**config.mk**
```make
export PLATFORM = sky130hd
export DESIGN_NAME = program_sequencer
export DESIGN_NICKNAME = d
export VERILOG_FILES = /design/src/rtl/program_sequencer.sv
export SDC_FILE = /design/constraint.sdc
export NUM_CORES = 1
export LEC_CHECK = 0
export ABC_AREA = 1
export ABC_CLOCK_PERIOD_IN_PS = 1350
export CORE_MARGIN = 2
export CORE_UTILIZATION = 40
export CTS_CLUSTER_DIAMETER = 100
export DETAILED_ROUTE_END_ITERATION = 10
export DONT_BUFFER_PORTS = 1
export SKIP_CTS_REPAIR_TIMING = 1
export SLEW_MARGIN = 5
export SYNTH_ARGS = -nofsm -noshare
export SYNTH_HDL_FRONTEND = slang
export SYNTH_SLANG_ARGS = --single-unit
```
**constraint.sdc**
```tcl
create_clock -name clk -period 1.35 [get_ports clk]
set_clock_uncertainty 0.05 [all_clocks]
set_input_delay 0.135 -clock clk [delete_from_list [all_inputs] [get_ports clk]]
set_output_delay 0.135 -clock clk [all_outputs]
set_load 0.02 [all_outputs]
```
**src/rtl/program_sequencer.sv**
```systemverilog
// -----------------------------------------------------------------------------
// program_sequencer
//
// Control stage for the 8-bit datapath. Fetches 28-bit instructions from a
// synchronous-read ROM, latches them into IR, and drives the datapath control
// and address inputs for one execute cycle per instruction. An IN instruction
// waits on the external input handshake. HLTZ asks the datapath to test regA,
// then either halts or continues with the next instruction.
//
// Instruction fields: [27:24] class, [23:20] aluOp, [19:16] dest,
//                     [15:12] a, [11:8] b, [7:0] imm
//
// Ports
//   clk, rst            clock; synchronous active-high reset
//   start               one-cycle pulse, leaves IDLE and begins at PC=0
//   instr_addr          ROM address (= PC)
//   instr_data          ROM data, valid one cycle after instr_addr
//   in_valid/in_data    external input byte offer
//   in_ready            sequencer accepts in_data this cycle
//   halt                registered halt flag from the datapath
//   writeEnable         register-file write strobe
//   writeSourceSelect   1 = write extInputData, 0 = write ALU result
//   muxASelect          1 = ALU A from extInputData
//   muxBSelect          1 = ALU B from extInputData
//   extInputData        immediate, or in_data while waiting for input
//   destAddress, aAddress, bAddress, aluOpCode   IR fields
//   haltCondition       request for the datapath halt-if-regA-zero check
//   busy, halted        status (busy = not IDLE and not HALTED)
//   illegal_op          sticky flag, an undefined class was executed
//   fsm_state           current FSM state, for observation
//
// Input handshake: a byte transfers in a cycle where in_ready and in_valid
// are both high at the rising clock edge. in_ready depends only on the state,
// never on in_valid, and in_valid is ignored whenever in_ready is low.
// -----------------------------------------------------------------------------
module program_sequencer #(
  parameter int PC_W    = 8,
  parameter int INSTR_W = 28
) (
  input  logic               clk,
  input  logic               rst,
  input  logic               start,
  output logic [PC_W-1:0]    instr_addr,
  input  logic [INSTR_W-1:0] instr_data,
  input  logic               in_valid,
  input  logic [7:0]         in_data,
  output logic               in_ready,
  input  logic               halt,
  output logic               writeEnable,
  output logic               writeSourceSelect,
  output logic               muxASelect,
  output logic               muxBSelect,
  output logic [7:0]         extInputData,
  output logic [3:0]         destAddress,
  output logic [3:0]         aAddress,
  output logic [3:0]         bAddress,
  output logic [3:0]         aluOpCode,
  output logic               haltCondition,
  output logic               busy,
  output logic               halted,
  output logic               illegal_op,
  output logic [2:0]         fsm_state
);

  typedef enum logic [2:0] {
    S_IDLE    = 3'd0,
    S_FETCH   = 3'd1,
    S_DECODE  = 3'd2,
    S_EXEC    = 3'd3,
    S_WAIT_IN = 3'd4,
    S_HCHK    = 3'd5,
    S_HALTED  = 3'd6
  } state_t;

  localparam logic [3:0] C_RR   = 4'h1;
  localparam logic [3:0] C_RI   = 4'h2;
  localparam logic [3:0] C_IR   = 4'h3;
  localparam logic [3:0] C_LDI  = 4'h4;
  localparam logic [3:0] C_IN   = 4'h5;
  localparam logic [3:0] C_HLTZ = 4'h6;
  localparam logic [3:0] C_JMP  = 4'h7;

  state_t             state;
  state_t             state_next;
  logic [PC_W-1:0]    pc;
  logic [INSTR_W-1:0] ir;
  logic               illegal_q;
  logic [3:0]         cls;
  logic               pc_step;
  logic               pc_jump;
  logic               pc_clear;
  logic               ir_load;
  logic               set_illegal;

  assign cls = ir[27:24];

  // State register
  always_ff @(posedge clk) begin
    if (rst) begin
      state <= S_IDLE;
    end else begin
      state <= state_next;
    end
  end

  // Next state and all control outputs, decoded from state and IR
  always_comb begin
    state_next        = state;
    pc_step           = 1'b0;
    pc_jump           = 1'b0;
    pc_clear          = 1'b0;
    ir_load           = 1'b0;
    set_illegal       = 1'b0;
    writeEnable       = 1'b0;
    writeSourceSelect = 1'b0;
    muxASelect        = 1'b0;
    muxBSelect        = 1'b0;
    haltCondition     = 1'b0;
    in_ready          = 1'b0;
    extInputData      = ir[7:0];

    case (state)
      S_IDLE: begin
        if (start) begin
          state_next = S_FETCH;
          pc_clear   = 1'b1;
        end
      end

      S_FETCH:  state_next = S_DECODE;

      // ROM data for the address presented in FETCH is valid now
      S_DECODE: begin
        state_next = S_EXEC;
        ir_load    = 1'b1;
      end

      S_EXEC: begin
        state_next = S_FETCH;
        pc_step    = 1'b1;
        case (cls)
          C_RR:  writeEnable = 1'b1;
          C_RI: begin
            writeEnable = 1'b1;
            muxBSelect  = 1'b1;
          end
          C_IR: begin
            writeEnable = 1'b1;
            muxASelect  = 1'b1;
          end
          C_LDI: begin
            writeEnable       = 1'b1;
            writeSourceSelect = 1'b1;
          end
          // PC advances only once the byte has been accepted
          C_IN: begin
            state_next = S_WAIT_IN;
            pc_step    = 1'b0;
          end
          C_HLTZ: begin
            state_next    = S_HCHK;
            haltCondition = 1'b1;
          end
          C_JMP: begin
            pc_step = 1'b0;
            pc_jump = 1'b1;
          end
          // class 0 is NOP; classes 8-F behave as NOP but are flagged
          default: set_illegal = cls[3];
        endcase
      end

      S_WAIT_IN: begin
        in_ready     = 1'b1;
        extInputData = in_data;
        if (in_valid) begin
          writeEnable       = 1'b1;
          writeSourceSelect = 1'b1;
          pc_step           = 1'b1;
          state_next        = S_FETCH;
        end
      end

      // halt was registered by the datapath from the HLTZ execute cycle
      S_HCHK:   state_next = halt ? S_HALTED : S_FETCH;

      S_HALTED: state_next = S_HALTED;

      default:  state_next = S_IDLE;
    endcase
  end

  // Program counter, instruction register and sticky illegal flag
  always_ff @(posedge clk) begin
    if (rst) begin
      pc        <= '0;
      ir        <= '0;
      illegal_q <= 1'b0;
    end else begin
      if (pc_clear) begin
        pc <= '0;
      end else if (pc_jump) begin
        pc <= PC_W'(ir[7:0]);
      end else if (pc_step) begin
        pc <= pc + PC_W'(1);
      end
      if (ir_load) begin
        ir <= instr_data;
      end
      if (set_illegal) begin
        illegal_q <= 1'b1;
      end
    end
  end

  assign instr_addr  = pc;
  assign destAddress = ir[19:16];
  assign aAddress    = ir[15:12];
  assign bAddress    = ir[11:8];
  assign aluOpCode   = ir[23:20];
  assign busy        = (state != S_IDLE) && (state != S_HALTED);
  assign halted      = (state == S_HALTED);
  assign illegal_op  = illegal_q;
  assign fsm_state   = state;

endmodule

```
# Word-level counts from Yosys, hierarchy flattened
# Cells that the tools add are included.
[classes] add_sub_neg=1 n_eq_ne=16 mux=29 reduce_logical=9
[ops] cell="8-bit 2-to-1 mux" n=3
[ops] cell="3-bit one-hot mux with 7 select lines" n=1
[ops] cell="1-bit 2-to-1 mux" n=18
[ops] cell="4-bit by 3-bit == test with 1-bit output, second input constant" n=4
[ops] cell="3-bit == test, second input constant" n=3
[ops] cell="3-bit 2-to-1 mux" n=3
[ops] cell="8-bit by 1-bit adder with 8-bit output, second input constant" n=1
[ops] cell="4-bit by 2-bit == test with 1-bit output, second input constant" n=2
[ops] cell="7-bit OR reduction" n=1
[ops] cell="3-bit by 2-bit == test with 1-bit output, second input constant" n=2
[ops] cell="1-bit one-hot mux with 2 select lines" n=3
[ops] cell="3-bit one-hot mux with 2 select lines" n=1
[ops] cell="4-bit by 1-bit == test with 1-bit output, second input constant" n=1
[ops] cell="2-bit inequality test, second input constant" n=2
[ops] cell="2-bit OR reduction" n=2
[ops] cell="4-bit OR reduction" n=1
[ops] cell="3-bit by 1-bit == test with 1-bit output, second input constant" n=1
[ops] cell="3-bit logical NOT" n=1
[ops] cell="3-bit inequality test, second input constant" n=1
[ops] cell="3-bit nonzero test" n=1
[ops] cell="2-bit AND reduction" n=1
[ops] cell="2-bit nonzero test" n=1
[ops] cell="1-bit logical AND" n=1
[word_totals] ff_bits=40 in_bits=41 out_inout_bits=44 word_cells=59

# Logic depth before layout (Yosys ltp)
[depth] word_depth=6 depth_mapped=10 mapped_depth_nobuf=9

# Least setup slack after synthesis
# No wires, ideal clock.
[synth_timing] path_type="reg2out" startpoint="register state[1], in the netlist fsm_state[1]" endpoint="output port writeEnable" arrival_ns=1.780 required_ns=1.165 slack_ns=-0.615 stages_incl_launch_ff=5 path_buffers=0 path_cell_list="dfxtp_1 > nand2_2 > nor2_8 > inv_1 > o311ai_0"
[synth_via] elab_chain_cells=2 word_cells_on_any_way=3 cone_classes="2 x eq/ne; 1 x mux"
[synth_lines] item="from (decl)" line="83" rtl="state_t state;"
[synth_lines] item="from (signal assigned)" line="102" rtl="state <= state_next;"
[synth_lines] item="3-bit == test or 3-bit by 2-bit == test with 1-bit output (tied branches)" line="122" rtl="case (state)"
[synth_lines] item="1-bit one-hot mux with 2 select lines (*)" line="122"
[synth_lines] item="to (decl)" line="49" rtl="output logic writeEnable,"
# Every way passes the cells marked *; elsewhere a longest branch is shown, timed or not.

# Worst setup path in the final report
# Same ends and word-level chain as after synthesis.

==> summary.md <==
| Metric | Value |
|---|---|
| Die Wd | about 76 microns |
| Root Driver | clkbuf_8 |
| Hold slack | -0.0123 ns |
| Hpwl dp | 3820 microns |
| CTS tree | done |
| Failing checks | hold timing, setup timing |
| Data arrival, critical path | about 1.4 ns |
| Fmax | roughly 640 MHz |
| Critical-path cell list | nand2_4, nor2_8, inv_4, o311ai_2, buf_4 |
| Power consumption | approximately 2.9 mW |
| Netlist cell types | 29 |
| Clk pin slew, worst setup/hold paths | ~0.080 ns |
| Main synth FF type | dfxtp_1 |
| Largest net degree at the start of global routing | 27 |
| Synth warn | 0 |
| Synthesized area | 0.00207 sq mm |
| Worst Setup Path Type | flip-flop to output port |
| WL per Instance | roughly 15 microns |
| Crit-path slowest cell | dfxtp_4 |
| Synth area leaders | dfxtp_1 (39%), nand2_1 (11%), a21oi_1 (8.5%) |
| Deepest clock path buffer count | 2 |
| Worst vdd ir | around 0.73 mV |
| Vias per cell | about 5 |
| Placed cells | ~370 |
| Initial Util | between 40% and 50% |
| # setup viols final | 30 |
| Number of flops mapped to enable cells by yosys | 0 |
| HP Class | primary input to flip-flop |
| Pwr dens | about 940 mW/mm^2 |
| Fin crit share | 115% |
| CP Max Fanout | 5 |
| Seq/Total Area, Yosys | slightly below 40% |
| Fin. Hold Viols | 2 |
| Status | finished, violations left |
| RePlAce Congestion | between 0.8 and 0.9 |
| DRC | 0 |
| #FFs+latches synth | 40 |
| Worst setup margin | -0.209 ns |
| Syn_area_per_cell | approximately 7.0 sq um |
| Async SR Flop Fraction | 0% |
| Latest clock arrival within the worst-skew pair | between 0.2 and 0.3 ns |
| CTS buffer count | 5 |
| Worst-Margin Slew | between 0.7 and 0.8 ns |
| DIE HEIGHT | around 76 microns |
| # rows | 26 |
| RSZ-0062 raised after global routing | true |
| Vias post-DR | between 2k and 2.5k |
| Internal reg-to-reg setup slack | -0.10 ns |
| Leading area contributor after synthesis | dfxtp_1 |
| Core ar. | a little over 0.005 sq mm |
| Routed wire length | 6090 microns |
| Die ar. | about 0.0058 sq mm |
| Ant diodes | 0 |
| Clock Sinks | 40 |
| First-pass detailed-route iteration total | 4 |
| First-pass GRT wire length | ~8300 microns |
| CP endpoint kind | output port |
| Critical Path RT | about 1.2 ns |
| Post-Syn Instances | slightly below 300 |
| NumNets Final | about 400 |
| Post-Layout Cell Count | roughly 420 |
| Max incr delay on CP | around 0.38 ns |
| Initial antenna violation count | 0 |
| Max cap viols | 0 |
| Number of H-tree levels | 2 |
| Slew Viols, Final | 0 |
| Port Buffers | 0 |
| Area grow syn2layout | 47.6% |
| Post-Syn Nets | between 300 and 400 |
| Total gr overflow | 0 |
| Routed Antenna Nets | 0 |
| Tmin final | 1.56 ns |
| Top cell type's share of synthesized area | roughly 39% |
| LEAKAGE | approximately 1.2 nW |
| Share of cells above drive strength 1 | between 30% and 40% |
| Gr usage total | roughly 17% |
| Relative max-transition margin | roughly half |
| Initial DRC count | 119 |
| IO Count | between 80 and 90 |
| Startpoint types | flip-flop |
| Vias in the first global route | ~1.9k |
==> final timing paths <==
kind | end | from | cells past startpoint
setup / recovery | writeEnable | fsm_state[1] | 5
hold / removal | ir[6] | instr_data[6] | 2
setup reg to reg | ir[1] | fsm_state[1] | 7
hold reg to reg | ir[24] | ir[24] | 2
==> area by class of cell <==
cell class	instances	area [sq um]
Sequential cell	40	817
Multi-Input combinational cell	196	1190
Clock buffer	7	86.3
Clock inverter	1	7.51
Timing Repair Buffer	75	752
Tap cell	70	87.6
Fill cell	459	1990
Inverter	29	120
==> cell usage in the layout (no fill, tap or decap), types with 11 or more instances in the layout <==
cell / n
nand2_1: 46
buf_4: 39
dfxtp_1: 33
nand3_1: 32
a21oi_1: 32
dlygate4sd3_1: 25
inv_1: 19
nand2_2: 14
o21ai_0: 12
nor2_1: 11
==> layer usage <==
metal	global-route usage, %	share of wire, %	up-vias
met1	19.3	42	992
met2	31.0	51	74
li1	-	-	1061
met5	0	0	-
met3	6.67	6.5	6
met4	5.45	0.94	0
==> kinds of logic (layout without fill, tap and decap cells) <==
family / after synthesis / after routing / share of synthesized area, %
simple gates: 121 / 121 / 26.6
buf+inv: 58 / 112 / 14.6
flops: 40 / 40 / 38.7
fa+ha+maj: 1 / 1 / 0.604
compound gates: 74 / 74 / 19.5
==> sequential cells by signal, summed over array words and instances (netlist names) <==
name,cells
illegal_op,1
instr_addr,8
ir,28
fsm_state,3
==> critical path: cells and delay by family, from the launching register on <==
family	cells	cell delay, ns
compound gates	1	0.22
buf+inv	2	0.25
flops	1	0.38
simple gates	2	0.22
==> synthesized netlist by cell type, types with 2 or more instances <==
cell type / instances
a21oi_1: 35
a21oi_2: 2
buf_2: 8
buf_4: 16
buf_6: 2
clkbuf_1: 3
clkinv_1: 2
dfxtp_1: 40
inv_1: 25
inv_2: 2
nand2_1: 58
nand2_2: 6
nand3_1: 33
nand3b_1: 3
nor2_1: 15
nor3_1: 3
o21ai_0: 27
o21ai_1: 2
o21ai_2: 2
==> report_power, final <==
part / switching [mW] / internal [mW]
clock network: 0.433 / 0.416
logic: 0.362 / 0.318
registers: 0.0917 / 1.26
total: 0.887 / 1.99
==> stage by stage <==
stage          utilization, %  hold WS [ns]  worst slack [ns]  TNS, ns  area, sq um
2_1_floorplan               -         0.249            -0.116   -0.439         2130
3_3_place_gp             46.1         0.156           -0.0828   -0.259         2320
3_5_place_dp             46.1         0.158           -0.0850   -0.257         2320
4_1_cts                  47.9        -0.162            -0.339    -4.63         2420
5_1_grt                  60.6      -0.00165            -0.255    -5.46         3060
6_report                 60.6       -0.0123            -0.209    -2.33         3060
(Power assumes the default switching activity.)
